==> src/rtl/dmem_access_ctrl_if.sv <==
// Data-memory request/acknowledge bus between dmem_access_ctrl (master) and the DMEM responder (slave).
// Handshake: the master raises MEM_REQ and holds MEM_WE/ADDR/BE/WDATA stable until it samples MEM_ACK high; that edge completes the transfer and MEM_RDATA is valid with it.
interface dmem_access_ctrl_if;
   logic        MEM_REQ;
   logic        MEM_WE;
   logic [31:0] MEM_ADDR;
   logic [3:0]  MEM_BE;
   logic [31:0] MEM_WDATA;
   logic        MEM_ACK;
   logic [31:0] MEM_RDATA;

   modport master (
      output MEM_REQ, MEM_WE, MEM_ADDR, MEM_BE, MEM_WDATA,
      input  MEM_ACK, MEM_RDATA
   );

   modport slave (
      input  MEM_REQ, MEM_WE, MEM_ADDR, MEM_BE, MEM_WDATA,
      output MEM_ACK, MEM_RDATA
   );
endinterface

==> src/rtl/dmem_access_ctrl.sv <==
// Load/store initiator for the data memory: byte/half/word access with alignment check and load extension.
// Optional macro DMEM_TIMEOUT_EN aborts a request that sees no MEM_ACK within TIMEOUT_CYC cycles.
module dmem_access_ctrl #(
   parameter int DMEM_WORDS  = 64,
   parameter int TIMEOUT_CYC = 16
) (
   input  logic                CLK,
   input  logic                RST,
   input  logic                START,
   input  logic                WE,
   input  logic [1:0]          SIZE,
   input  logic                SEXT,
   input  logic [31:0]         ADDR,
   input  logic [31:0]         WDATA,
   output logic                BUSY,
   output logic                DONE,
   output logic                ERR,
   output logic [31:0]         RDATA,
   output logic [1:0]          dbg_state,
   dmem_access_ctrl_if.master  mem
);

   localparam int AW = $clog2(DMEM_WORDS);

   typedef enum logic [1:0] {IDLE = 2'd0, REQ = 2'd1, RESP = 2'd2} state_t;

   state_t        state, state_nxt;
   logic          we_q, err_q, sext_q;
   logic [1:0]    size_q, lane_q;
   logic [AW-1:0] idx_q;
   logic [3:0]    be_q;
   logic [31:0]   wdata_q, rdata_q;

   logic          mis;
   logic [3:0]    be_c;
   logic [31:0]   wd_c, shifted, ld_word;
   logic          timeout;
   logic          unused_addr;

   assign unused_addr = ^ADDR[31:AW+2];

   // Command decode straight from the execute-stage inputs, used only at accept.
   always_comb begin
      mis  = 1'b1;
      be_c = 4'b1111;
      wd_c = WDATA;
      case (SIZE)
         2'b00: begin
            mis  = 1'b0;
            be_c = 4'b0001 << ADDR[1:0];
            wd_c = {4{WDATA[7:0]}};
         end
         2'b01: begin
            mis  = ADDR[0];
            be_c = 4'b0011 << ADDR[1:0];
            wd_c = {2{WDATA[15:0]}};
         end
         2'b10:   mis = |ADDR[1:0];
         default: mis = 1'b1;
      endcase
   end

   always_comb begin
      shifted = mem.MEM_RDATA >> {lane_q, 3'b000};
      case (size_q)
         2'b00:   ld_word = {{24{sext_q & shifted[7]}}, shifted[7:0]};
         2'b01:   ld_word = {{16{sext_q & shifted[15]}}, shifted[15:0]};
         default: ld_word = mem.MEM_RDATA;
      endcase
   end

`ifdef DMEM_TIMEOUT_EN
   localparam int CW = $clog2(TIMEOUT_CYC + 1);
   logic [CW-1:0] tmo_cnt;

   // Counts completed REQ cycles; held at zero outside REQ so each request starts fresh.
   always_ff @(posedge CLK) begin
      if (RST || state != REQ) tmo_cnt <= '0;
      else if (!mem.MEM_ACK)   tmo_cnt <= tmo_cnt + 1'b1;
   end
   assign timeout = (tmo_cnt == CW'(TIMEOUT_CYC - 1));
`else
   assign timeout = 1'b0;
`endif

   always_comb begin
      state_nxt = state;
      case (state)
         IDLE:    if (START) state_nxt = mis ? RESP : REQ;
         REQ:     if (mem.MEM_ACK || timeout) state_nxt = RESP;
         RESP:    state_nxt = IDLE;
         default: state_nxt = IDLE;
      endcase
   end

   always_ff @(posedge CLK) begin
      if (RST) begin
         state   <= IDLE;
         we_q    <= 1'b0;
         err_q   <= 1'b0;
         sext_q  <= 1'b0;
         size_q  <= 2'b00;
         lane_q  <= 2'b00;
         idx_q   <= '0;
         be_q    <= 4'b0000;
         wdata_q <= 32'h0;
         rdata_q <= 32'h0;
      end else begin
         state <= state_nxt;
         case (state)
            IDLE: if (START) begin
               err_q <= mis;
               if (!mis) begin
                  we_q    <= WE;
                  sext_q  <= SEXT;
                  size_q  <= SIZE;
                  lane_q  <= ADDR[1:0];
                  idx_q   <= ADDR[AW+1:2];
                  be_q    <= be_c;
                  wdata_q <= wd_c;
               end
            end
            REQ: if (mem.MEM_ACK) begin
               if (!we_q) rdata_q <= ld_word;
            end else if (timeout) begin
               err_q <= 1'b1;
            end
            default: ;
         endcase
      end
   end

   assign BUSY          = (state != IDLE);
   assign DONE          = (state == RESP);
   assign ERR           = DONE & err_q;
   assign RDATA         = rdata_q;
   assign dbg_state     = state;
   assign mem.MEM_REQ   = (state == REQ);
   assign mem.MEM_WE    = (state == REQ) & we_q;
   assign mem.MEM_ADDR  = {{(32-AW){1'b0}}, idx_q};
   assign mem.MEM_BE    = be_q;
   assign mem.MEM_WDATA = wdata_q;

endmodule

==> src/flat_wrapper.sv <==
// flat-port wrapper written by rule: the top's interface ports become plain ports
module dmem_access_ctrl_flat 
#(
   parameter int DMEM_WORDS  = 64,
   parameter int TIMEOUT_CYC = 16
)
  (CLK, RST, START, WE, SIZE, SEXT, ADDR, WDATA, BUSY, DONE, ERR, RDATA, dbg_state, mem_MEM_REQ, mem_MEM_WE, mem_MEM_ADDR, mem_MEM_BE, mem_MEM_WDATA, mem_MEM_ACK, mem_MEM_RDATA);
  dmem_access_ctrl_if mem_i ();
  input  logic CLK;
  input  logic RST;
  input  logic START;
  input  logic WE;
  input  logic [1:0] SIZE;
  input  logic SEXT;
  input  logic [31:0] ADDR;
  input  logic [31:0] WDATA;
  output logic BUSY;
  output logic DONE;
  output logic ERR;
  output logic [31:0] RDATA;
  output logic [1:0] dbg_state;
  output wire logic [$bits(mem_i.MEM_REQ)-1:0] mem_MEM_REQ;
  output wire logic [$bits(mem_i.MEM_WE)-1:0] mem_MEM_WE;
  output wire logic [$bits(mem_i.MEM_ADDR)-1:0] mem_MEM_ADDR;
  output wire logic [$bits(mem_i.MEM_BE)-1:0] mem_MEM_BE;
  output wire logic [$bits(mem_i.MEM_WDATA)-1:0] mem_MEM_WDATA;
  input wire logic [$bits(mem_i.MEM_ACK)-1:0] mem_MEM_ACK;
  input wire logic [$bits(mem_i.MEM_RDATA)-1:0] mem_MEM_RDATA;
  assign mem_MEM_REQ = mem_i.MEM_REQ;
  assign mem_MEM_WE = mem_i.MEM_WE;
  assign mem_MEM_ADDR = mem_i.MEM_ADDR;
  assign mem_MEM_BE = mem_i.MEM_BE;
  assign mem_MEM_WDATA = mem_i.MEM_WDATA;
  assign mem_i.MEM_ACK = mem_MEM_ACK;
  assign mem_i.MEM_RDATA = mem_MEM_RDATA;
  dmem_access_ctrl #(.DMEM_WORDS(DMEM_WORDS), .TIMEOUT_CYC(TIMEOUT_CYC)) u_core (.CLK(CLK), .RST(RST), .START(START), .WE(WE), .SIZE(SIZE), .SEXT(SEXT), .ADDR(ADDR), .WDATA(WDATA), .BUSY(BUSY), .DONE(DONE), .ERR(ERR), .RDATA(RDATA), .dbg_state(dbg_state), .mem(mem_i));
endmodule
==> config.mk <==
export PLATFORM = sky130hd
export DESIGN_NAME = dmem_access_ctrl_flat
export DESIGN_NICKNAME = d
export VERILOG_FILES = /design/src/rtl/dmem_access_ctrl_if.sv /design/src/rtl/dmem_access_ctrl.sv /design/src/flat_wrapper.sv
export SDC_FILE = /design/constraint.sdc
export NUM_CORES = 1
export LEC_CHECK = 0
export ABC_AREA = 1
export CAP_MARGIN = 20
export CELL_PAD_IN_SITES_DETAIL_PLACEMENT = 1
export CELL_PAD_IN_SITES_GLOBAL_PLACEMENT = 1
export CORE_UTILIZATION = 24
export CTS_BUF_LIST = sky130_fd_sc_hd__clkbuf_16
export DETAILED_ROUTE_END_ITERATION = 8
export PLACE_DENSITY_LB_ADDON = 0.1
export SYNTH_ARGS = -nofsm -noshare
export SYNTH_HDL_FRONTEND = slang
export SYNTH_SLANG_ARGS = --single-unit
==> constraint.sdc <==
create_clock -name CLK -period 1.1 [get_ports CLK]
set_input_delay 0.165 -clock CLK [delete_from_list [all_inputs] [get_ports CLK]]
set_output_delay 0.165 -clock CLK [all_outputs]
set_load 0.005 [all_outputs]
==> results_tabular.tex, run 1 <==
\begin{tabular}{lr}
\hline
Metric & Value \\
\hline
\multicolumn{2}{l}{\textbf{Status}} \\
\quad Run status & finished with violations \\
\quad Violated checks & setup timing \\
\multicolumn{2}{l}{\textbf{Run}} \\
\quad Number of max-cap violations & 0 \\
\multicolumn{2}{l}{\textbf{STA}} \\
\quad Number of endpoints failing setup at the final stage & 90 \\
\quad Final count of pins violating max slew & 0 \\
\quad Portion of the clock cycle consumed by the worst path in the final layout & 129.9\% \\
\quad Final worst path period need & 1429 ps \\
\quad Post-Route Skew & 6.704 ps \\
\quad Final sum of negative setup slack & -21,380 ps \\
\quad Post-route worst hold slack & 268.4 ps \\
\quad Max Freq & 699.7 MHz \\
\quad Hold Vio Cnt, Final & 0 \\
\quad Unrepaired setup endpoints after global routing & true \\
\quad Fin worst setup slack & -329.2 ps \\
\multicolumn{2}{l}{\textbf{CTS}} \\
\quad Total clock buffers created by CTS & 9 \\
\quad Clock latency at the later pin of the worst-skew pair & 350 ps \\
\quad Longest Clk Path Bufs & 2 \\
\quad TritonCTS clock tree & built \\
\quad CTS sink cnt & 83 \\
\quad Root buffer cell & sky130\_fd\_sc\_hd\_\_clkbuf\_16 \\
\quad \# H-tree levels & 3 \\
\quad Clock edge transition at the registers on the reported setup and hold paths & 70 ps \\
\quad Post-CTS Hold Buffers & 0 \\
\multicolumn{2}{l}{\textbf{Synth}} \\
\quad Area share of the leading cell type in the synthesized netlist & 38.32\% \\
\quad Share of synthesized flip-flops with an asynchronous set or reset & 0\% \\
\quad Top post-synthesis cells by area & sky130\_fd\_sc\_hd\_\_dfxtp\_1, sky130\_fd\_sc\_hd\_\_nand2\_1, sky130\_fd\_sc\_hd\_\_a21oi\_1, sky130\_fd\_sc\_hd\_\_o21ai\_0, sky130\_fd\_sc\_hd\_\_nor2\_1 \\
\quad Primary flip-flop cell chosen by synthesis mapping & sky130\_fd\_sc\_hd\_\_dfxtp\_1 \\
\quad Number of cells produced by synthesis & 674 \\
\quad Seq/Total Area, Yosys & 38.32\% \\
\quad Synth top cells by count & sky130\_fd\_sc\_hd\_\_nand2\_1, sky130\_fd\_sc\_hd\_\_dfxtp\_1, sky130\_fd\_sc\_hd\_\_nor2\_1 \\
\quad Largest area contributor in the netlist & sky130\_fd\_sc\_hd\_\_dfxtp\_1 \\
\quad Synthesized area per cell & 6.434 µm² \\
\quad Number of library cell types mapped by synthesis & 22 \\
\quad Count of state elements after synthesis & 83 \\
\quad Most frequent cell after synthesis & sky130\_fd\_sc\_hd\_\_nand2\_1 \\
\quad Netlist area before placement & 4337 µm² \\
\quad Number of synthesized flops with an enable pin & 0 \\
\quad Synth warn & 0 \\
\multicolumn{2}{l}{\textbf{Cells and area}} \\
\quad Fraction of final layout cells sized beyond drive strength 1 & 41.44\% \\
\quad Multi-input combinational cell area & 2776 µm² \\
\quad Synthesis-to-finish area growth & 88.81\% \\
\quad Final-layout fill cell count & 2,110 \\
\quad Antenna cell count & 0 \\
\quad \# nets final & 1,028 \\
\quad Fin cells & 1,154 \\
\quad Combined flip-flop and latch cell area & 1755 µm² \\
\multicolumn{2}{l}{\textbf{Detailed routing}} \\
\quad DRC viols & 0 \\
\quad Vias & 5,298 \\
\quad Antenna Nets Post-Route & 0 \\
\quad Drt total wl & 20.06 mm \\
\quad WL per Instance & 17.39 µm \\
\quad Via density per instance & 4.591 \\
\quad DRT iter0 DRCs & 166 \\
\quad DR pass1 iterations & 4 \\
\multicolumn{2}{l}{\textbf{Floorplan}} \\
\quad Horizontal die dimension & 136.4 µm \\
\quad Die outline height & 136.4 µm \\
\quad Std cell rows & 48 \\
\quad I/O pin count & 211 \\
\quad Starting density of the core & 24.81\% \\
\quad Standard cell core area & 17,480 µm² \\
\quad Die outline area & 18,610 µm² \\
\multicolumn{2}{l}{\textbf{Min path}} \\
\quad Worst min-delay path startpoint & RST \\
\quad Worst hold-check path type & input port to register \\
\multicolumn{2}{l}{\textbf{Setup path}} \\
\quad CP startpoint kind & register \\
\quad Type of the worst setup path & register to register \\
\quad Critical path required time & 1340 ps \\
\quad Endpoint class of the critical path & register \\
\quad Worst endpoint data arrival time & 1670 ps \\
\quad Crit Path Max Fanout & 7 \\
\quad R2R Path Start & u\_core.dbg\_state[0]\$\_SDFFE\_PP0P\_ \\
\quad Critical path startpoint & u\_core.dbg\_state[0]\$\_SDFFE\_PP0P\_ \\
\multicolumn{2}{l}{\textbf{Placed design}} \\
\quad Count of input and output buffers & 160 \\
\quad Placed Instances & 1,099 \\
\quad Final GP Congestion & 0.8210 \\
\quad Post-DP HPWL & 13.58 mm \\
\multicolumn{2}{l}{\textbf{GRT}} \\
\quad Residual overflow from global routing & 0 \\
\quad Vias in the first global route & 5,818 \\
\quad Antenna violations before repair & 0 \\
\quad Largest net degree at the start of global routing & 25 \\
\quad Total track usage & 21.85\% \\
\quad First-pass GRT wire length & 30.61 mm \\
\multicolumn{2}{l}{\textbf{Power}} \\
\quad Power per unit of standard cell area & 1151 nW/µm² \\
\quad Total leakage power & 3.749 nW \\
\quad Worst vdd ir & 0.7876 mV \\
\quad Total power of the final layout & 0.009420 W \\
\hline
\end{tabular}
[registers in the layout, indices dropped and copies added (netlist names)]
| name | flops |
|---|---|
| u_core.dbg_state | 2 |
| u_core.mem.MEM_BE | 4 |
| u_core.lane_q | 2 |
| u_core.we_q | 1 |
| u_core.sext_q | 1 |
| u_core.err_q | 1 |
| u_core.RDATA | 32 |
| u_core.mem.MEM_WDATA | 32 |
| u_core.idx_q | 6 |
| u_core.size_q | 2 |
[area by class of cell]
type | instances | area share (%)
clock buffers | 9 | 2.751
inverters | 68 | 3.438
flip-flops and latches | 83 | 21.44
clock inverters | 7 | 1.329
repair buffers | 275 | 33.56
repair inverters | 1 | 0.1375
well taps | 225 | 3.438
multi-input cells | 486 | 33.91
[per-layer routing]
layer  track usage [%]  routed length [µm]  vias to the layer above
li1                  -                   -                     2594
met1             24.55                8164                     2552
met2             41.29               10760                      128
met3             4.176                 818                       24
met4             6.111                 321                        0
met5                 0                   0                        -
[layout by cell type (no fill, tap or decap), types with 26 or more instances in the layout]
cell and n:
sky130_fd_sc_hd__nand2_1 133, sky130_fd_sc_hd__buf_4 78, sky130_fd_sc_hd__nand2_4 30, sky130_fd_sc_hd__clkdlybuf4s50_1 75, sky130_fd_sc_hd__a21oi_1 36, sky130_fd_sc_hd__nand3_1 42
sky130_fd_sc_hd__clkdlybuf4s15_1 42, sky130_fd_sc_hd__conb_1 26, sky130_fd_sc_hd__a21oi_2 37, sky130_fd_sc_hd__dfxtp_2 66, sky130_fd_sc_hd__inv_1 57, sky130_fd_sc_hd__nor2_1 64
[what timing repair did]
action,CTS,global route
hold endpoints to repair,0,0
pin swaps,29,13
gates cloned,12,0
setup buffers,20,9
gates resized for setup,425,94
endpoints found under the setup margin,163,121
[report_power, final]
| part | total [W] | switching, W | leakage [nW] | internal, W |
|---|---|---|---|---|
| Combinational | 0.00257 | 0.00126 | 2.88 | 0.00130 |
| Sequential | 0.00335 | 0.000149 | 0.708 | 0.00320 |
| Clock | 0.00350 | 0.00146 | 0.164 | 0.00204 |
[final timing paths]
check	end	slack [ps]	cells past startpoint
worst min-delay path	u_core.mem.MEM_WDATA[1]$_SDFFE_PP0P_	270	3
worst min register to register	u_core.mem.MEM_WDATA[19]$_SDFFE_PP0P_	470	2
worst max-delay path	u_core.we_q$_SDFFE_PP0P_	-330	9
worst max register to register	u_core.we_q$_SDFFE_PP0P_	-330	9
[logic make-up (layout without fill, tap and decap cells)]
logic type / count (synthesis) / count (layout) / share of synthesized area, %
simple gates: 311 / 313 / 29.00
buf+inv: 132 / 360 / 15.09
compound gates: 147 / 147 / 17.51
other cells: 1 / 26 / 0.08647
flops: 83 / 83 / 38.31
[stage by stage]
step	worst slack, ps	utilization, %	instance area (µm²)
global route	-377.6	46.85	8188
finish	-329.2	46.85	8188
floorplan	-62.90	-	4571
detailed placement	-596.6	38.49	6726
global placement	-549.4	38.49	6726
CTS	-277.8	45.53	7958
[critical path, stage by stage, from the launching register on]
cell                      delay (ps)
sky130_fd_sc_hd__dfxtp_4         360
sky130_fd_sc_hd__buf_6           130
sky130_fd_sc_hd__inv_6            60
sky130_fd_sc_hd__nand3_4          80
sky130_fd_sc_hd__inv_4            90
sky130_fd_sc_hd__nand2_8          90
sky130_fd_sc_hd__buf_12          170
sky130_fd_sc_hd__buf_8           140
sky130_fd_sc_hd__o21ai_2         130
sky130_fd_sc_hd__a21oi_1          70
No activity file was read; power rests on OpenSTA's default activity.
==> inputs of run 2 (changes only) <==
Settings changed: SLEW_MARGIN set to 5.
==> results of run 2 <==
No change in the layout: final DEF, timing and power equal those of run 1.
==> inputs of run 3 (changes only) <==
Settings changed: TNS_END_PERCENT set to 1.
==> results_tabular.tex, run 3 (same netlist as run 1, synthesis figures left out) <==
\begin{tabular}{lr}
\hline
Metric & Value \\
\hline
\multicolumn{2}{l}{\textbf{Status}} \\
\quad Run status & finished with violations (unchanged) \\
\quad Violated checks & setup timing (unchanged) \\
\multicolumn{2}{l}{\textbf{STA}} \\
\quad Portion of the clock cycle consumed by the worst path in the final layout & 126.5\% (was 129.9\%) \\
\quad Max Freq & 718.8 MHz (was 699.7 MHz) \\
\quad Post-route worst hold slack & 306.4 ps (was 268.4 ps) \\
\quad Unrepaired setup endpoints after global routing & true (unchanged) \\
\quad Hold Vio Cnt, Final & 0 (unchanged) \\
\quad Post-Route Skew & 7.872 ps (was 6.704 ps) \\
\quad Fin worst setup slack & -291.2 ps (was -329.2 ps) \\
\quad Number of endpoints failing setup at the final stage & 87 (was 90) \\
\quad Final count of pins violating max slew & 0 (unchanged) \\
\quad Final worst path period need & 1391 ps (was 1429 ps) \\
\multicolumn{2}{l}{\textbf{Detailed routing}} \\
\quad DRC viols & 0 (unchanged) \\
\quad Vias & 4,959 (was 5,298) \\
\quad DR pass1 iterations & 4 (unchanged) \\
\quad Drt total wl & 16.97 mm (was 20.06 mm) \\
\quad Antenna Nets Post-Route & 0 (unchanged) \\
\quad Via density per instance & 4.464 (was 4.591) \\
\quad WL per Instance & 15.28 µm (was 17.39 µm) \\
\quad DRT iter0 DRCs & 182 (was 166) \\
\multicolumn{2}{l}{\textbf{Setup path}} \\
\quad Cell with the largest stage delay on the worst path & sky130\_fd\_sc\_hd\_\_dfxtp\_2 (was sky130\_fd\_sc\_hd\_\_dfxtp\_4) \\
\quad Endpoint class of the critical path & register (unchanged) \\
\quad Crit Path Max Fanout & 16 (was 7) \\
\quad Sequence of cells on the critical path & buf\_6, nand2\_4, buf\_6, nor3\_4, buf\_12, buf\_12, nor2\_1, nor2\_1, nand2\_1, inv\_1 (was buf\_6, inv\_6, nand3\_4, inv\_4, nand2\_8, buf\_12, buf\_8, o21ai\_2, a21oi\_1) \\
\quad CP startpoint kind & register (unchanged) \\
\quad Worst endpoint data arrival time & 1680 ps (was 1670 ps) \\
\quad Delay of the slowest critical-path stage & 350 ps (was 360 ps) \\
\quad Critical path required time & 1390 ps (was 1340 ps) \\
\quad Type of the worst setup path & register to register (unchanged) \\
\multicolumn{2}{l}{\textbf{Floorplan}} \\
\quad Die outline area & 18,610 µm² (unchanged) \\
\quad I/O pin count & 211 (unchanged) \\
\quad Std cell rows & 48 (unchanged) \\
\quad Starting density of the core & 24.81\% (unchanged) \\
\quad Horizontal die dimension & 136.4 µm (unchanged) \\
\quad Standard cell core area & 17,480 µm² (unchanged) \\
\quad Die outline height & 136.4 µm (unchanged) \\
\multicolumn{2}{l}{\textbf{Cells and area}} \\
\quad Fraction of final layout cells sized beyond drive strength 1 & 23.19\% (was 41.44\%) \\
\quad Synthesis-to-finish area growth & 60.24\% (was 88.81\%) \\
\quad \# nets final & 983 (was 1,028) \\
\quad Leading cell types in the layout, fill and taps excluded & sky130\_fd\_sc\_hd\_\_nand2\_1, sky130\_fd\_sc\_hd\_\_nor2\_1, sky130\_fd\_sc\_hd\_\_clkdlybuf4s50\_1, sky130\_fd\_sc\_hd\_\_a21oi\_1, sky130\_fd\_sc\_hd\_\_inv\_1 (was sky130\_fd\_sc\_hd\_\_nand2\_1, sky130\_fd\_sc\_hd\_\_buf\_4, sky130\_fd\_sc\_hd\_\_clkdlybuf4s50\_1, sky130\_fd\_sc\_hd\_\_dfxtp\_2, sky130\_fd\_sc\_hd\_\_nor2\_1) \\
\quad Leading cell type in the layout, fill and taps excluded & sky130\_fd\_sc\_hd\_\_nand2\_1 (unchanged) \\
\quad Final cell area excluding filler cells & 6949 µm² (was 8188 µm²) \\
\multicolumn{2}{l}{\textbf{CTS}} \\
\quad Longest Clk Path Bufs & 2 (unchanged) \\
\quad Total clock buffers created by CTS & 9 (unchanged) \\
\quad TritonCTS clock tree & built (unchanged) \\
\quad Post-CTS Hold Buffers & 0 (unchanged) \\
\quad Clock edge transition at the registers on the reported setup and hold paths & 60 ps (was 70 ps) \\
\quad CTS sink cnt & 83 (unchanged) \\
\quad \# H-tree levels & 3 (unchanged) \\
\quad Root buffer cell & sky130\_fd\_sc\_hd\_\_clkbuf\_16 (unchanged) \\
\quad Clock latency at the later pin of the worst-skew pair & 350 ps (about the same) \\
\multicolumn{2}{l}{\textbf{GRT}} \\
\quad Residual overflow from global routing & 0 (unchanged) \\
\quad Largest net degree at the start of global routing & 36 (was 25) \\
\quad Antenna violations before repair & 2 (was 0) \\
\quad Total track usage & 18.84\% (was 21.85\%) \\
\quad Vias in the first global route & 5,345 (was 5,818) \\
\quad First-pass GRT wire length & 26.72 mm (was 30.61 mm) \\
\multicolumn{2}{l}{\textbf{Placed design}} \\
\quad Placement Cell Area & 6609 µm² (was 6726 µm²) \\
\quad Post-DP HPWL & 12.95 mm (was 13.58 mm) \\
\quad Worst-case setup slack after placement & -665.4 ps (was -596.6 ps) \\
\quad Final GP Congestion & 0.8561 (was 0.8210) \\
\quad Count of input and output buffers & 160 (unchanged) \\
\multicolumn{2}{l}{\textbf{Run}} \\
\quad Number of max-cap violations & 0 (unchanged) \\
\multicolumn{2}{l}{\textbf{Min path}} \\
\quad Worst hold-check path type & input port to register (unchanged) \\
\multicolumn{2}{l}{\textbf{Power}} \\
\quad Total power of the final layout & 0.008211 W (was 0.009420 W) \\
\quad Power per unit of standard cell area & 1182 nW/µm² (was 1151 nW/µm²) \\
\quad Worst vdd ir & 0.6676 mV (was 0.7876 mV) \\
\quad Total leakage power & 3.171 nW (was 3.749 nW) \\
\hline
\end{tabular}
run 3: cell types whose count changed in the layout (fill, tap and decap cells not counted), moves of 19 or more:
| cell | before | now |
|---|---|---|
| sky130_fd_sc_hd__a21oi_1 | 36 | 60 |
| sky130_fd_sc_hd__a21oi_2 | 37 | 13 |
| sky130_fd_sc_hd__buf_4 | 78 | 57 |
| sky130_fd_sc_hd__dfxtp_1 | 14 | 39 |
| sky130_fd_sc_hd__dfxtp_2 | 66 | 43 |
| sky130_fd_sc_hd__nand2_1 | 133 | 176 |
| sky130_fd_sc_hd__nand2_4 | 30 | 2 |
| sky130_fd_sc_hd__o21ai_0 | 23 | 46 |
| sky130_fd_sc_hd__o21ai_2 | 20 | 1 |
run 3: per-stage QoR:
step	util, %	std cells	setup TNS [ps]
after floorplan	-	699	-2427
after global placement	37.82	1088	-37500
after detailed placement	37.82	1088	-45230
after CTS	40.01	1109	-15760
after global routing	39.75	1110	-23570
final	39.76	1111	-14520
run 3: path summary, 6_finish.rpt:
check                                               to                            startpoint  slack, ps  depth (start not counted)
setup / recovery         u_core.RDATA[25]$_SDFFE_PP0P_      u_core.dbg_state[0]$_SDFFE_PP0P_       -290                         10
hold / removal            u_core.idx_q[0]$_SDFFE_PP0P_                                   RST        310                          5
setup reg to reg         u_core.RDATA[25]$_SDFFE_PP0P_      u_core.dbg_state[0]$_SDFFE_PP0P_       -290                         10
hold reg to reg   u_core.mem.MEM_WDATA[1]$_SDFFE_PP0P_  u_core.mem.MEM_WDATA[1]$_SDFFE_PP0P_        460                          2
run 3: timing repair:
item                                    in CTS  in global routing
setup buffers                                5                  0
pin swaps                                    6                  0
endpoints found under the setup margin     163                134
gates resized for setup                    226                 63
run 3: cell type report:
class / instances / area, µm²
fillers: 2201 / 10530
multi-input cells: 484 / 2212
repair buffers: 233 / 2172
flip-flops and latches: 83 / 1719
well taps: 225 / 281.5
inverters: 68 / 262.8
clock buffers: 10 / 250.2
clock inverters: 6 / 46.29
diodes: 2 / 5.005
run 3: layer usage:
metal  GRT usage [%]  vias to the layer above  share of wire [%]
met2           34.74                      125                 51
li1                -                     2501                  -
met1           20.70                     2320                 41
met5               0                        -                  0
met4           5.926                        0                1.2
met3           5.071                       13                6.0
run 3: where the power goes:
part	internal, W	switching [W]	leakage (nW)	total, W
sequential	0.00319	0.000109	0.696	0.00330
clock	0.00168	0.00137	0.141	0.00306
combinational	0.000921	0.000930	2.33	0.00185
run 3: critical path, delay by kind of cell, from the launching register on:
family,cells,cell delay [ps]
AND/OR/NAND/NOR,5,380
flip-flops,1,350
buffers and inverters,5,600
